[src/rtl/vga_fb_pkg.sv]
// ============================================================================
// Module   : vga_fb_pkg
// Brief    : Shared frame-buffer geometry, address packing and fill states.
// Revision : 1.0 - initial release
// ============================================================================
`default_nettype none

package vga_fb_pkg;

    localparam int FB_W   = 160;
    localparam int FB_H   = 120;
    localparam int X_W    = 8;
    localparam int Y_W    = 7;
    localparam int ADDR_W = X_W + Y_W;

    typedef enum logic [1:0] {
        ST_IDLE    = 2'd0,
        ST_ARMED   = 2'd1,
        ST_FILLING = 2'd2,
        ST_DONE    = 2'd3
    } fill_state_t;

    // Same {y, x} packing the VGA signal generator uses on the read port.
    function automatic logic [ADDR_W-1:0] fb_addr_pack(input logic [Y_W-1:0] y,
                                                       input logic [X_W-1:0] x);
        return {y, x};
    endfunction

endpackage

`default_nettype wire

[src/rtl/fb_raster_counter.sv]
// ============================================================================
// Module   : fb_raster_counter
// Brief    : Raster x/y counter with enable, clear and last-pixel flag.
// Revision : 1.0 - initial release
// ============================================================================
`default_nettype none

module fb_raster_counter
    import vga_fb_pkg::*;
#(
    parameter int FB_W = vga_fb_pkg::FB_W,
    parameter int FB_H = vga_fb_pkg::FB_H
) (
    input  logic           clk,
    input  logic           rst,
    input  logic           i_en,
    input  logic           i_clr,
    output logic [X_W-1:0] o_x,
    output logic [Y_W-1:0] o_y,
    output logic           o_last
);

    localparam logic [X_W-1:0] c_x_last = X_W'(FB_W - 1);
    localparam logic [Y_W-1:0] c_y_last = Y_W'(FB_H - 1);

    logic [X_W-1:0] r_x;
    logic [Y_W-1:0] r_y;

    always_ff @(posedge clk or posedge rst) begin
        if (rst) begin
            r_x <= '0;
            r_y <= '0;
        end else if (i_clr) begin
            r_x <= '0;
            r_y <= '0;
        end else if (i_en) begin
            if (r_x == c_x_last) begin
                r_x <= '0;
                r_y <= (r_y == c_y_last) ? '0 : r_y + 1'b1;
            end else begin
                r_x <= r_x + 1'b1;
            end
        end
    end

    assign o_x    = r_x;
    assign o_y    = r_y;
    assign o_last = (r_x == c_x_last) && (r_y == c_y_last);

endmodule

`default_nettype wire

[src/rtl/vga_fb_write_ctrl.sv]
// ============================================================================
// Module   : vga_fb_write_ctrl
// Brief    : Frame-buffer write-port arbiter (CPU vs. fill) and colour latch.
// Revision : 1.0 - initial release
// ============================================================================
`default_nettype none

module vga_fb_write_ctrl
    import vga_fb_pkg::*;
#(
    parameter int          FB_W          = vga_fb_pkg::FB_W,
    parameter int          FB_H          = vga_fb_pkg::FB_H,
    parameter bit          FILL_SYNC     = 1'b1,
    parameter logic [15:0] RESET_COLOURS = 16'hFF00
) (
    input  logic              CLK,
    input  logic              RESET,
    input  logic              VGA_VS,
    input  logic              CPU_REQ,
    input  logic [ADDR_W-1:0] CPU_ADDR,
    input  logic              CPU_DATA,
    output logic              CPU_ACK,
    input  logic              FILL_START,
    input  logic              FILL_VALUE,
    output logic              FILL_BUSY,
    output logic              FILL_DONE,
    input  logic              COLOUR_WE,
    input  logic [15:0]       COLOUR_IN,
    output logic              FB_WE,
    output logic [ADDR_W-1:0] FB_ADDR,
    output logic              FB_DATA,
    output logic [15:0]       CONFIG_COLOURS
);

    localparam logic [X_W-1:0] c_x_last = X_W'(FB_W - 1);
    localparam logic [Y_W-1:0] c_y_last = Y_W'(FB_H - 1);

    fill_state_t    r_state;
    logic           r_fill_value;
    logic           r_vs_d;
    logic [15:0]    r_pend_colours;
    logic           r_pend_valid;

    logic           w_frame_start;
    logic           w_cpu_accept;
    logic           w_cpu_in_range;
    logic           w_fill_grant;
    logic           w_cnt_clr;
    logic [X_W-1:0] w_x;
    logic [Y_W-1:0] w_y;
    logic           w_last;

    assign w_frame_start  = r_vs_d & ~VGA_VS;
    // CPU_ACK high blocks acceptance, which leaves every other slot to the fill.
    assign w_cpu_accept   = CPU_REQ & ~CPU_ACK;
    assign w_cpu_in_range = (CPU_ADDR[X_W-1:0] <= c_x_last) &&
                            (CPU_ADDR[ADDR_W-1:X_W] <= c_y_last);
    assign w_fill_grant   = (r_state == ST_FILLING) & ~w_cpu_accept;
    assign w_cnt_clr      = (r_state == ST_IDLE) & FILL_START;

    fb_raster_counter #(
        .FB_W (FB_W),
        .FB_H (FB_H)
    ) u_raster (
        .clk    (CLK),
        .rst    (RESET),
        .i_en   (w_fill_grant),
        .i_clr  (w_cnt_clr),
        .o_x    (w_x),
        .o_y    (w_y),
        .o_last (w_last)
    );

    always_ff @(posedge CLK or posedge RESET) begin
        if (RESET) begin
            r_state      <= ST_IDLE;
            r_fill_value <= 1'b0;
            CPU_ACK      <= 1'b0;
            FILL_BUSY    <= 1'b0;
            FILL_DONE    <= 1'b0;
            FB_WE        <= 1'b0;
            FB_ADDR      <= '0;
            FB_DATA      <= 1'b0;
        end else begin
            CPU_ACK   <= w_cpu_accept;
            FILL_DONE <= 1'b0;
            FB_WE     <= 1'b0;

            if (w_cpu_accept) begin
                FB_WE   <= w_cpu_in_range;
                FB_ADDR <= CPU_ADDR;
                FB_DATA <= CPU_DATA;
            end else if (w_fill_grant) begin
                FB_WE   <= 1'b1;
                FB_ADDR <= fb_addr_pack(w_y, w_x);
                FB_DATA <= r_fill_value;
            end

            case (r_state)
                ST_IDLE: begin
                    if (FILL_START) begin
                        r_fill_value <= FILL_VALUE;
                        FILL_BUSY    <= 1'b1;
                        r_state      <= FILL_SYNC ? ST_ARMED : ST_FILLING;
                    end
                end
                ST_ARMED: begin
                    if (w_frame_start) begin
                        r_state <= ST_FILLING;
                    end
                end
                ST_FILLING: begin
                    if (w_fill_grant && w_last) begin
                        r_state <= ST_DONE;
                    end
                end
                ST_DONE: begin
                    FILL_DONE <= 1'b1;
                    FILL_BUSY <= 1'b0;
                    r_state   <= ST_IDLE;
                end
                default: r_state <= ST_IDLE;
            endcase
        end
    end

    // A write coinciding with frame start stays pending for the following frame.
    always_ff @(posedge CLK or posedge RESET) begin
        if (RESET) begin
            r_vs_d         <= 1'b1;
            r_pend_colours <= '0;
            r_pend_valid   <= 1'b0;
            CONFIG_COLOURS <= RESET_COLOURS;
        end else begin
            r_vs_d <= VGA_VS;
            if (w_frame_start && r_pend_valid) begin
                CONFIG_COLOURS <= r_pend_colours;
                r_pend_valid   <= 1'b0;
            end
            if (COLOUR_WE) begin
                r_pend_colours <= COLOUR_IN;
                r_pend_valid   <= 1'b1;
            end
        end
    end

endmodule

`default_nettype wire

[config.mk]
export PLATFORM = sky130hd
export DESIGN_NAME = vga_fb_write_ctrl
export DESIGN_NICKNAME = d
export VERILOG_FILES = /design/src/rtl/vga_fb_pkg.sv /design/src/rtl/fb_raster_counter.sv /design/src/rtl/vga_fb_write_ctrl.sv
export SDC_FILE = /design/constraint.sdc
export NUM_CORES = 1
export LEC_CHECK = 0
export CAP_MARGIN = 15
export CORE_MARGIN = 2
export CORE_UTILIZATION = 50
export DETAILED_ROUTE_END_ITERATION = 12
export GPL_TIMING_DRIVEN = 0
export PLACE_DENSITY_LB_ADDON = 0.12
export SYNTH_ARGS = -nofsm -noshare
export SYNTH_HDL_FRONTEND = slang
export SYNTH_SLANG_ARGS = --single-unit
[constraint.sdc]
create_clock -name CLK -period 3.1 [get_ports CLK]
set_input_delay 0.62 -clock CLK [delete_from_list [all_inputs] [get_ports CLK]]
set_output_delay 0.62 -clock CLK [all_outputs]
set_load 0.01 [all_outputs]
After elaboration in Yosys (flattened, before gate mapping)
Cells that the tools add are included.

$add $sub $neg: 2. Magnitude comparators: 2. Eq/ne operators: 8. Muxes and demuxes: 22. Bitwise operators: 7. Reduce and logical (&&, ||, !) cells: 14.

Operators by type and width (count): 2-to-1 mux 15 bit (2); 2-to-1 mux 7 bit (4); 2-to-1 mux 8 bit (3); nonzero test 2 bit (5); adder 8 x 1 -> 8 bit, second input constant (1); equality test 8 bit, second input constant (1); <= comparator 8 bit, second input constant (1); 2-to-1 mux 1 bit (8); one-hot mux 2 bit (4 select lines) (1); adder 7 x 1 -> 7 bit, second input constant (1); equality test 7 bit, second input constant (1); <= comparator 7 bit, second input constant (1); 2-to-1 mux 2 bit (3); AND reduction 2 bit (3); bitwise AND 1 bit (4); equality test 2 bit, second input constant (2); logical AND 1 bit (4); != test 2 bit, second input constant (2); inverter 1 bit (3); AND reduction 3 bit (1); equality test 2 x 1 -> 1 bit, second input constant (1); zero test 2 bit (1); != test 2 x 1 -> 1 bit, second input constant (1); one-hot mux 1 bit (2 select lines) (1).

Flip-flop bits (word level): 72. Input port bits: 39. Output and inout bits: 36.

Depth between registers and ports, before layout
Depth in word-level cells: 7. Mapped depth: 7.

Hierarchy
Synthesis repeated with hierarchy kept, for this count alone.

Cells, all modules: 262. Area total of the unflattened synthesis: 3229.3 um^2.

By module, submodules not included: vga_fb_write_ctrl (times used 1, cells each 175, area each 2382.3 um^2); fb_raster_counter (times used 1, cells each 87, area each 847.1 um^2).

Worst setup path before layout
OpenSTA, ideal clock, no wires.

Path type: reg2reg. Start: register u_raster.r_x[0], in the netlist u_raster.o_x[0]. End: register u_raster.r_y[3], in the netlist u_raster.o_y[3]. Library setup time: 0.078 ns. Data arrival time: 1.675 ns. Required time: 3.022 ns. Slack: 1.347 ns. Stages on the path, launching flop included: 7. Buffers on the path: 1. Cell sequence: dfrtp_1 ha_1 and4_1 buf_4 nand4_4 or4_1 a21oi_1.

Longest elaborated chain between the ends: 3.

Ends and longest elaborated chain: from (decl) (line fb_raster_counter.sv:26) `logic [X_W-1:0] r_x;`; from (signal assigned) (line fb_raster_counter.sv:41) `r_x <= r_x + 1'b1;`; equality test 8 bit (line fb_raster_counter.sv:37) `if (r_x == c_x_last) begin`; nonzero test 2 bit (no source line); AND reduction 2 bit (no source line); to (signal assigned) (line fb_raster_counter.sv:39) `r_y <= (r_y == c_y_last) ? '0 : r_y + 1'b1;`; to (decl) (line fb_raster_counter.sv:27) `logic [Y_W-1:0] r_y;`.

Every way passes these cells. A chain may end at the register's enable or synchronous reset.

Worst setup path after layout
Start: input port VGA_VS. End: register CONFIG_COLOURS[0].

Longest elaborated chain between the ends: 3.

Ends and longest elaborated chain: from (decl) (line vga_fb_write_ctrl.sv:18) `input logic VGA_VS,`; inverter 1 bit (line vga_fb_write_ctrl.sv:53) `assign w_frame_start = r_vs_d & ~VGA_VS;`; bitwise AND 1 bit (line vga_fb_write_ctrl.sv:53); logical AND 1 bit (line vga_fb_write_ctrl.sv:136) `if (w_frame_start && r_pend_valid) begin`; to (signal assigned) (line vga_fb_write_ctrl.sv:137) `CONFIG_COLOURS <= r_pend_colours;`; to (decl) (line vga_fb_write_ctrl.sv:32) `output logic [15:0] CONFIG_COLOURS`.

Every way passes these cells.

==> results.toml <==
[run_status]
status = "complete, no violations"

[cells_and_area]
nNetsFinal = 407
finalCoreUtilization_pct = 67.8
share_of_cells_above_drive_strength_1_pct = 17.8
antenna-diode-count = 0
area_growth_pct = 32.5
area_of_combinational_cells_with_multiple_inputs_um2 = 1330
post_layout_nonfiller_instances = 443
register_area_um2 = 1810
fillerInstances = 535

[logic_synthesis]
synth_top_area_share_pct = 48.8
syn-cell-area_um2 = 3230
synth_ff_type = "dfrtp_1"
netlist-cell-type-count = 38
synthesis.instances = 277
synth.top_cells.by_area = "dfrtp_1, mux2_2, dfstp_2"
postSynthNetCount = 323
synth_sequential_area_ratio_pct = 56.1
ys.warnings.count = 0
synth_largest_area_cell = "dfrtp_1"
async_reset_ff_share_pct = 100
synthesized_area_per_cell_um2 = 11.7
synth_enable_flop_cells = 0
synth_seq_cells = 72

[detailed_routing]
drt-vias-per-instance = 5.38
drtPass1Iterations = 4
detailedRoute.firstIterationViolations = 101
routed-via-count = 2384
route.detailed.drc = 0
final_antenna_net_count = 0
totalWireLength_mm = 6.85
post_drt_wl_per_cell_um = 15.5

[power]
vdd_ir_max_mv = 0.357
power_density_nw_per_um2 = 693
power.static_leakage_uw = 0.00179

[global_routing]
grt_antenna_before_repair = 0
grt_pass1_wl_mm = 11.7
grt_max_degree = 73
number_of_global_route_vias_before_repair = 2390
global_route.overflow_total = 0
grt_usage_pct = 20.8

[worst_setup_path]
critical_path.max_fanout = 10
critPathCaptureType = "register"
worst-endpoint-arrival_ns = 2.37
timing.critical_path.required_ns = 3.33
criticalPathCategory = "in -> reg"
worst_setup_sp_type = "input port"

[timing]
hold_viol = 0
finalMaxSlewViolations = 0
fmax_mhz = 469
worst_slew_margin_relative_to_its_limit_pct = 41.7
min_period_over_period_pct = 68.8
finalSetupViolCount = 0
timing.clock.skew_ns = 0.00750
min_period_ns = 2.13
setup_tns_ns = 0
worst_slew_pin_slew_ns = 0.874
fin_hold_ws_ns = 0.498
worst_slack_ns = 0.968
grt_setup_unrepaired = "no"

[placement]
io_port_bufs = 73
placement.setup.worst_slack_ns = 0.586
place_hpwl_mm = 4.76
gpl.final_weighted_congestion = 0.834
post-place-cells = 427

[clocking]
cts_root_buf = "clkbuf_8"
cts_inserted_buffers = 9
post_cts_hold_buffers = 0
cts_setup_buffers = 0
clock_sink_count = 72
cts.htree.levels = 3
clk_path_buf_depth = 2
worst_setup_hold_path_clk_slew_ns = 0.08
tritoncts = "done"
post_cts_resized = 0
insertion_delay_ns = 0.35

[die]
std_cell_rows = 29
initial_utilization_pct = 51.2
dieArea_um2 = 7120
number_of_top_level_pins = 75
design.core.area_um2 = 6310
fp.dieW_um = 84.4
die_height_um = 84.4

[worst_hold_path]
classification_of_the_worst_slack_hold_path = "reg -> reg"

[flow_run]
max_cap_violations = 0
==> critical path, stage by stage <==
cell and delay, ns:
clkdlybuf4s50_1 0.49, nor2b_1 0.10, nand2_1 0.27, clkbuf_1 0.48, mux2_2 0.40
==> Yosys cell counts (5+ instances only) <==
| library cell | n |
|---|---|
| inv_1 | 8 |
| nor2_1 | 7 |
| o21ai_0 | 25 |
| mux2_2 | 32 |
| nand3_1 | 8 |
| nand4_1 | 5 |
| dfrtp_1 | 63 |
| dfstp_2 | 9 |
| nand2_1 | 36 |
| clkbuf_1 | 9 |
| mux2i_1 | 19 |
| ha_1 | 7 |
| a21oi_1 | 8 |
==> state kept, by name (all words and copies together) (netlist names) <==
| signal | cells |
|---|---|
| r_fill_value | 1 |
| u_raster.o_x | 8 |
| r_vs_d | 1 |
| FB_ADDR | 15 |
| FB_DATA | 1 |
| FILL_DONE | 1 |
| CONFIG_COLOURS | 16 |
| u_raster.o_y | 7 |
| CPU_ACK | 1 |
| FILL_BUSY | 1 |
| FB_WE | 1 |
| r_state | 2 |
| r_pend_valid | 1 |
| r_pend_colours | 16 |
==> layer usage <==
layer  up-vias  share of wire, %  global-route usage (%)  wire length, µm
met4         0               1.3                    8.37               91
met5         -                 0                       0                0
li1       1145                 -                       -                -
met1      1191                47                    29.5             3210
met2        38                48                    31.4             3320
met3        10               3.4                    4.62              231
==> layout make-up <==
class,instances,share of cell area (%)
Sequential cell,72,42.3
Multi-Input combinational cell,183,31.1
Timing Repair Buffer,73,17.1
Clock buffer,10,2.98
Tap cell,77,2.25
Clock inverter,6,2.19
Buffer,13,1.29
Inverter,9,0.847
==> logic make-up (layout without fill, tap and decap cells) <==
family / Yosys count / after routing / share of synthesized area (%)
xor gates and xnor gates: 3 / 3 / 0.813
AOI/OAI and AO/OA: 44 / 44 / 7.82
muxes: 51 / 51 / 17.0
buffers and inverters: 22 / 111 / 2.75
adders and majority gates: 7 / 7 / 2.71
DFF: 72 / 72 / 56.1
and+or+nand+nor: 78 / 78 / 12.8
==> path summary, 6_finish.rpt <==
kind,from,end,slack [ns],depth (start not counted)
setup reg to reg,r_state[0]$_DFFE_PP0P_,FB_ADDR[0]$_DFFE_PP0P_,1.10,6
hold reg to reg,r_fill_value$_DFFE_PP0P_,r_fill_value$_DFFE_PP0P_,0.50,2
max in group asynchronous,RESET,u_raster.o_y[5]$_DFFE_PP0P_,1.72,2
hold / removal,r_fill_value$_DFFE_PP0P_,r_fill_value$_DFFE_PP0P_,0.50,2
min in group asynchronous,RESET,r_pend_colours[12]$_DFFE_PP0P_,0.80,2
setup / recovery,VGA_VS,CONFIG_COLOURS[0]$_DFFE_PP0P_,0.97,5
==> per-stage QoR <==
stage	power, µW	area, µm²
floorplan	1740	3230
global placement	2150	4060
detailed placement	2160	4060
CTS	3000	4280
global route	3140	4280
finish	2970	4280
==> cells in the final DEF, fill, tap and decap left out, types with 3 or more instances in the layout <==
cell type / synthesis / routed
clkdlybuf4s50_1: 0 / 73
nand4_1: 5 / 5
clkbuf_1: 9 / 10
inv_1: 8 / 7
mux2_2: 32 / 32
clkinv_4: 0 / 3
dfstp_2: 9 / 9
mux2i_1: 19 / 19
dfrtp_1: 63 / 63
nand3_1: 8 / 8
ha_1: 7 / 7
o211ai_1: 3 / 3
o21ai_0: 25 / 25
clkbuf_8: 0 / 9
and2_1: 3 / 3
a21oi_1: 8 / 8
xor2_1: 3 / 3
or4_1: 3 / 3
nor2_1: 7 / 7
nand2_1: 36 / 36
==> power by group <==
part | total (µW) | internal, µW | switching, µW
sequential | 1250 | 1130 | 110
clock | 825 | 457 | 368
combinational | 896 | 478 | 418
total | 2970 | 2070 | 896
Power figures use the tool's default switching activity.
